$ cat src/rtl/relu_pkg.sv
// Shared types and constants for the ReLU layer controller and its share arithmetic.
package relu_pkg;

  localparam int unsigned PIPE_DEPTH = 2;
  localparam int unsigned CNT_W      = 16;

  typedef enum logic [1:0] {
    IDLE  = 2'd0,
    RUN   = 2'd1,
    DRAIN = 2'd2,
    DONE  = 2'd3
  } state_e;

endpackage

$ cat src/rtl/relu_share_unit.sv
// Combinational share arithmetic: the masked sum r1+e and the ReLU re-masking with r2.
module relu_share_unit #(
  parameter int unsigned N = 32
) (
  input  logic [N-1:0] r1_i,
  input  logic [N-1:0] e_i,
  output logic         c_o,
  output logic [N-1:0] x_o,
  input  logic         c_i,
  input  logic [N-1:0] x_i,
  input  logic [N-1:0] r2_i,
  output logic [N-1:0] res_o
);

  // The carry of r1+e marks a positive element; the final add wraps mod 2^N.
  always_comb begin
    {c_o, x_o} = (N+1)'(r1_i) + (N+1)'(e_i);
    res_o      = (c_i ? x_i : '0) + r2_i;
  end

endmodule

$ cat src/rtl/relu_layer_ctrl.sv
// Job controller and two-stage pipeline for a shared-secret ReLU layer.
// Optional positive-element counter enabled by defining RELU_POS_COUNT_EN.
module relu_layer_ctrl
  import relu_pkg::*;
#(
  parameter int unsigned N   = 32,
  parameter int unsigned LEN = 16
) (
  input  logic           clk,
  input  logic           rst,
  input  logic           start,
  output logic           busy,
  output logic           done,
  input  logic           in_valid,
  output logic           in_ready,
  input  logic [2*N-1:0] in_g,
  input  logic [N-1:0]   in_e,
  output logic           out_valid,
  input  logic           out_ready,
  output logic [N-1:0]   out_data,
  output logic           out_last,
  output logic [15:0]    pos_count
);

  state_e           state_q, state_d;
  logic [CNT_W-1:0] cnt_q, cnt_d;

  logic             s1_valid_q, s1_valid_d;
  logic             s1_c_q, s1_c_d;
  logic [N-1:0]     s1_x_q, s1_x_d;
  logic [N-1:0]     s1_r2_q, s1_r2_d;
  logic             s1_last_q, s1_last_d;

  logic             out_valid_q, out_valid_d;
  logic [N-1:0]     out_data_q, out_data_d;
  logic             out_last_q, out_last_d;

  logic             s2_adv_c, s1_adv_c, in_hs_c, out_hs_c, is_last_c;
  logic             sum_c_c;
  logic [N-1:0]     sum_x_c, res_c;

  relu_share_unit #(.N(N)) u_share (
    .r1_i  (in_g[2*N-1:N]),
    .e_i   (in_e),
    .c_o   (sum_c_c),
    .x_o   (sum_x_c),
    .c_i   (s1_c_q),
    .x_i   (s1_x_q),
    .r2_i  (s1_r2_q),
    .res_o (res_c)
  );

  // Handshakes and pipeline advance conditions
  always_comb begin
    s2_adv_c  = !out_valid_q || out_ready;
    s1_adv_c  = !s1_valid_q || s2_adv_c;
    in_ready  = (state_q == RUN) && s1_adv_c;
    in_hs_c   = in_valid && in_ready;
    out_hs_c  = out_valid_q && out_ready;
    is_last_c = (cnt_q == CNT_W'(LEN - 1));
  end

  // Next state, element counter and pipeline stage loads
  always_comb begin
    state_d     = state_q;
    cnt_d       = cnt_q;
    s1_valid_d  = s1_valid_q;
    s1_c_d      = s1_c_q;
    s1_x_d      = s1_x_q;
    s1_r2_d     = s1_r2_q;
    s1_last_d   = s1_last_q;
    out_valid_d = out_valid_q;
    out_data_d  = out_data_q;
    out_last_d  = out_last_q;

    case (state_q)
      IDLE: begin
        if (start) begin
          state_d = RUN;
          cnt_d   = '0;
        end
      end
      RUN: begin
        if (in_hs_c) begin
          cnt_d = cnt_q + CNT_W'(1);
          if (is_last_c) state_d = DRAIN;
        end
      end
      DRAIN: begin
        if (out_hs_c && out_last_q) state_d = DONE;
      end
      DONE:    state_d = IDLE;
      default: state_d = IDLE;
    endcase

    if (s1_adv_c) begin
      s1_valid_d = in_hs_c;
      if (in_hs_c) begin
        s1_c_d    = sum_c_c;
        s1_x_d    = sum_x_c;
        s1_r2_d   = in_g[N-1:0];
        s1_last_d = is_last_c;
      end
    end

    // Output register only reloads on a real element so stalled data stays put
    if (s2_adv_c) begin
      out_valid_d = s1_valid_q;
      if (s1_valid_q) begin
        out_data_d = res_c;
        out_last_d = s1_last_q;
      end
    end
  end

  always_ff @(posedge clk) begin
    if (rst) begin
      state_q     <= IDLE;
      cnt_q       <= '0;
      s1_valid_q  <= 1'b0;
      s1_c_q      <= 1'b0;
      s1_x_q      <= '0;
      s1_r2_q     <= '0;
      s1_last_q   <= 1'b0;
      out_valid_q <= 1'b0;
      out_data_q  <= '0;
      out_last_q  <= 1'b0;
    end else begin
      state_q     <= state_d;
      cnt_q       <= cnt_d;
      s1_valid_q  <= s1_valid_d;
      s1_c_q      <= s1_c_d;
      s1_x_q      <= s1_x_d;
      s1_r2_q     <= s1_r2_d;
      s1_last_q   <= s1_last_d;
      out_valid_q <= out_valid_d;
      out_data_q  <= out_data_d;
      out_last_q  <= out_last_d;
    end
  end

  assign busy      = (state_q == RUN) || (state_q == DRAIN);
  assign done      = (state_q == DONE);
  assign out_valid = out_valid_q;
  assign out_data  = out_data_q;
  assign out_last  = out_last_q;

`ifdef RELU_POS_COUNT_EN
  logic [15:0] pos_q, pos_d;

  // Counts positive elements as they enter stage 1, saturating at all-ones
  always_comb begin
    pos_d = pos_q;
    if ((state_q == IDLE) && start) begin
      pos_d = '0;
    end else if (in_hs_c && sum_c_c && (pos_q != 16'hFFFF)) begin
      pos_d = pos_q + 16'd1;
    end
  end

  always_ff @(posedge clk) begin
    if (rst) pos_q <= '0;
    else     pos_q <= pos_d;
  end

  assign pos_count = pos_q;
`else
  assign pos_count = '0;
`endif

endmodule

$ cat config.mk
export PLATFORM = sky130hd
export DESIGN_NAME = relu_layer_ctrl
export DESIGN_NICKNAME = d
export VERILOG_FILES = /design/src/rtl/relu_pkg.sv /design/src/rtl/relu_share_unit.sv /design/src/rtl/relu_layer_ctrl.sv
export SDC_FILE = /design/constraint.sdc
export NUM_CORES = 1
export LEC_CHECK = 0
export CAP_MARGIN = 20
export CORE_ASPECT_RATIO = 1.1
export CORE_MARGIN = 5
export CORE_UTILIZATION = 48
export DETAILED_ROUTE_END_ITERATION = 8
export GPL_TIMING_DRIVEN = 0
export PLACE_DENSITY = 0.84
export SLEW_MARGIN = 5
export SYNTH_ARGS = -nofsm -noshare
export SYNTH_HDL_FRONTEND = slang
export SYNTH_SLANG_ARGS = --single-unit
$ cat constraint.sdc
create_clock -name clk -period 2.7 [get_ports clk]
set_input_delay 0.27 -clock clk [delete_from_list [all_inputs] [get_ports clk]]
set_output_delay 0.27 -clock clk [all_outputs]
set_load 0.02 [all_outputs]
; ---- After elaboration in Yosys (flattened, before gate mapping)
; Index checks and enable logic that the tools add are counted.
; Widths: inputs -> output; s select.
[totals]
register_bits = 119
inputBits = 101
out_inout_bits = 53
elab_cells = 45
[classes]
add_sub_neg = 3
eq_ne = 8
n_mux = 9
n_reduce_logical = 15
[op_table]
columns = operator, n
row1 = $add 32x32->33, 1
row2 = $add 32x32->32, 1
row3 = $mux 16, 2
row4 = $mux 32, 1
row5 = $pmux 16 s2, 1
row6 = $add 16x1->16 const B, 1
row7 = $eq 16x4->1 const B, 1
row8 = $mux 2, 4
row9 = $ne 2x2->1 const B, 4
row10 = $pmux 2 s4, 1
row11 = $eq 2x2->1 const B, 2
row12 = $logic_and 1x1->1, 4
row13 = $reduce_and 2->1, 2
row14 = $reduce_and 4->1, 1
row15 = $logic_or 1x1->1, 3
row16 = $reduce_and 3->1, 1
row17 = $eq 2x1->1 const B, 1
row18 = $logic_not 1->1, 2
row19 = $logic_not 2->1, 1
row20 = $reduce_bool 2->1, 1

; ---- Logic depth before layout (Yosys ltp)
[logic_depth]
ltp_word = 7
depth_mapped = 12
ltp_nobuf = 11

; ---- Hierarchy
; A second synthesis with hierarchy kept.
[unflattened]
hier_cells = 1097
area_unflattened_um2 = 8267.9
[by_module_without_submodules]
columns = mod, instances, cells_each, area_each_um2, seq_area_each_um2
row1 = relu_layer_ctrl, 1, 598, 4778.3, 2382.3
row2 = relu_share_unit, 1, 499, 3489.6, 0.0

; ---- Least setup slack after synthesis
; Ideal clock, no wire load.
[synth_path]
path_kind = flip-flop to flip-flop
from = register s1_c_q
to = register out_data_q[26], in the netlist out_data[26]
setup_time_ns = 0.122
arrival_time_ns = 2.627
t_required_ns = 2.578
setup_slack_ns = -0.048
stages_incl_launch_ff = 12
path_buffers = 1
path_cell_list = dfxtp_1 clkbuf_1 and2_1 fa_1 a21o_1 a221oi_2 o211ai_2 a31oi_2 nor4b_2 nor2_1 o21ai_0 a221o_1
[synth_between]
elab_chain_cells = 2
[synth_rtl]
columns = item, line
row1 = start: declaration, relu_layer_ctrl.sv:29  ; logic s1_c_q, s1_c_d;
row2 = start signal: assignment, relu_layer_ctrl.sv:121  ; s1_c_q <= 1'b0;
row3 = start signal: assignment, relu_layer_ctrl.sv:132  ; s1_c_q <= s1_c_d;
row4 = $mux 32, relu_share_unit.sv:18  ; res_o = (c_i ? x_i : '0) + r2_i;
row5 = $add 32x32->32, relu_share_unit.sv:18
row6 = end signal: assignment, relu_layer_ctrl.sv:137  ; out_data_q <= out_data_d;
row7 = end: declaration, relu_layer_ctrl.sv:35  ; logic [N-1:0] out_data_q, out_data_d;
; Every way passes these cells.
; A chain may end at the register's enable or synchronous reset.

; ---- Worst setup path after layout
[layout_path]
from = register s1_c_q
to = register out_data_q[24], in the netlist out_data[24]
; Same word-level chain as after synthesis.

==> flow_summary.json <==
{
  "timing.final.crit_share": 1.018,
  "io_pins": 154,
  "avgViaCountPerCell": 5.804,
  "critPathCaptureType": "flop",
  "min_from": "in_g[8]",
  "seq_area_frac_synth": 0.2919,
  "holdPathStages": 3,
  "rsz0062_at_grt": "true",
  "setup_viol": 6,
  "yosys.area.top_type": "dfxtp_1",
  "drtIter0Drc": 733,
  "die_x_microns": 134.3,
  "drv_cap": 0,
  "ys_async_sr_fraction": 0,
  "cp.arrival_ns": 3.11,
  "drt_first_pass_iters": 5,
  "clk_pin_slew_worst_paths_ns": 0.05,
  "grt_pass1_wl_mm": 39.97,
  "htree_levels": 4,
  "die_h_microns": 146.8,
  "grt_usage": 0.2479,
  "ir_drop_v": 0.0004187,
  "row_count": 50,
  "worstPathRequired_ns": 3.06,
  "timing.hold.ws_ns": 0.3936,
  "regArea_sq_um": 2386,
  "startpoint": "s1_c_q",
  "layout-drive-gt1-share": 0.1304,
  "cts_tree": "yes",
  "power_density_nw_per_um2": 579.7,
  "gp_congestion": 0.9190,
  "rr_endpoint": "out_data[24]",
  "synth_area_sq_um": 8162,
  "nets": 1417,
  "cts_sinks": 119,
  "drv_slew": 0,
  "final_common_cell": "nand2_1",
  "max_slew.worst_pin.slew_ns": 0.7058,
  "finClkSkew_ns": 0.008721,
  "synthFlopType": "dfxtp_1",
  "portBuffers": 137,
  "synth.distinct_cells": 75,
  "worst_hold_path_type": "in -> reg",
  "grt_max_degree": 17,
  "r2r_setup_slack_ns": -0.05,
  "dp_hpwl_mm": 18.61,
  "drtAntennaViolNets": 0,
  "routedWlPerCell_microns": 17.45,
  "crit_family": "simple AND/OR/NAND/NOR gates",
  "post-route-min-period_ns": 2.750,
  "ctsRootBufferMaster": "clkbuf_16",
  "multi_input_area_sq_um": 5779,
  "clockBufferDepth": 2,
  "antenna_found_initial": 0,
  "start_kind": "flop",
  "wirelength_mm": 25.58,
  "cp_cell_sequence": "clkbuf_8 -> and2_1 -> ha_2 -> o21ai_0 -> nand2_1 -> and3_4 -> a31oi_4 -> nor4b_4 -> nor2_2 -> or4_1 -> nand3_1",
  "cts_buffers": 17,
  "violations": "setup timing",
  "area_delta_synth_final_pct": 35.70,
  "via_count": 8508,
  "overflow": 0,
  "final_cell_mix": "185 x nand2_1, 137 x a21oi_1, 136 x clkdlybuf4s50_1, 118 x dfxtp_1, 48 x ha_1",
  "status": "finished with violations",
  "drc": 0,
  "synth-seq-cells": 119,
  "critPathBufInv": 1,
  "yosysWarnings": 0,
  "hold_viol_final": 0,
  "crit_type": "reg -> reg",
  "critPathMaxFanout": 10,
  "syn_inst": 1054,
  "hold_end": "s1_r2_q[8]",
  "synth_top_area_frac": 0.2919,
  "initial_core_util": 0.4832,
  "fp.dieArea_sq_um": 19710,
  "fillCellCount": 1337,
  "clock_latency_ns": 0.43,
  "fin_tns_setup_ns": -0.1920,
  "slowest_delay_ns": 0.48,
  "synth.area.top_cells": "dfxtp_1 29%, ha_1 11%, a21oi_1 8.6%",
  "crit_slowest_cell": "or4_1",
  "p_leak_uw": 0.004486,
  "r2r_cells": 11,
  "finalPower_uw": 6421,
  "maxSlewHeadroom": 0.5294,
  "synth_edf_count": 0,
  "worst_slack_ns": -0.04987,
  "clock.fmax_mhz": 363.7,
  "first_global_vias": 8268,
  "num_antenna_cells": 0,
  "coreArea_sq_um": 16890,
  "syn_avg_cell_area_sq_um": 7.743,
  "worstReg2RegStart": "s1_c_q"
}
==> final cells by class <==
type,instances,share of cell area
Multi-Input combinational cell,863,0.5218
Buffer,68,0.03751
Clock buffer,22,0.04372
Sequential cell,119,0.2154
Tap cell,208,0.02350
Timing Repair Buffer,160,0.1396
Clock inverter,10,0.01299
Inverter,16,0.005423
==> routing by layer <==
layer,track usage,up-vias,wire [microns]
met5,0,-,0
met4,0.09572,0,906
met3,0.04418,77,1788
met2,0.4311,380,12430
met1,0.3042,3926,10450
li1,-,4125,-
==> tightest hold or removal path, stage by stage <==
cell	delay (ns)
clkdlybuf4s50_1	0.39
nand2_1	0.05
a21oi_1	0.05
==> worst max path at each step <==
| stage | to | slack (ns) | cells past startpoint |
|---|---|---|---|
| 6_report | out_data[24] | -0.05 | 11 |
| 2_1_floorplan | out_data[16] | -0.02 | 11 |
| 3_5_place_dp | s1_x_q[28] | -0.50 | 11 |
| 3_3_place_gp | s1_x_q[28] | -0.47 | 11 |
| 5_1_grt | out_data[24] | -0.13 | 11 |
| 4_1_cts | out_data[24] | -0.06 | 11 |
==> through the flow <==
stage | util | setup WS (ns) | instance area [sq um] | instances
6_report | 0.6557 | -0.04987 | 11080 | 1466
5_1_grt | 0.6557 | -0.1274 | 11080 | 1466
2_1_floorplan | - | -0.01646 | 8218 | 1069
3_5_place_dp | 0.5831 | -0.5028 | 9849 | 1414
3_3_place_gp | 0.5831 | -0.4743 | 9849 | 1414
4_1_cts | 0.6411 | -0.05817 | 10830 | 1458
==> report_power, final <==
group | internal [uW] | switching [uW]
combinational | 805 | 1160
clock | 1550 | 825
sequential | 1940 | 141
total | 4300 | 2120
==> registers in the layout (all words and copies together), names as in the netlist <==
name / cells
cnt_q: 16
state_q: 2
out_last: 1
s1_valid_q: 1
s1_c_q: 1
s1_r2_q: 32
out_valid: 1
s1_x_q: 32
s1_last_q: 1
out_data: 32
==> what timing repair did <==
action                     4_1_cts  5_1_grt
setup endpoints to repair       23       24
setup buffers                   14        9
pin swaps                       25       20
resized for setup               52       43
hold buffers                     0        0
==> cells in the mapped netlist (15+ instances only) <==
cell      count
nand4_1      22
xnor2_1      24
inv_1        15
a21oi_1     141
ha_1         69
nand2_1     187
o21ai_0      34
buf_4        18
and2_1       36
xor2_1       29
dfxtp_1     119
nor2_1       48
clkbuf_1     38
a21o_1       39
nor3_1       19
nand3_1      38
==> cell families after synthesis <==
| logic type | Yosys count | synth area share |
|---|---|---|
| simple gates | 413 | 0.2434 |
| other cells | 1 | 0.0004595 |
| xor+xnor | 53 | 0.05688 |
| fa+ha+maj | 71 | 0.1107 |
| buf+inv | 87 | 0.05764 |
| compound gates | 303 | 0.2304 |
| flops | 119 | 0.2919 |
| mux | 7 | 0.008585 |
Note: power is estimated with default switching activity, not from simulation.
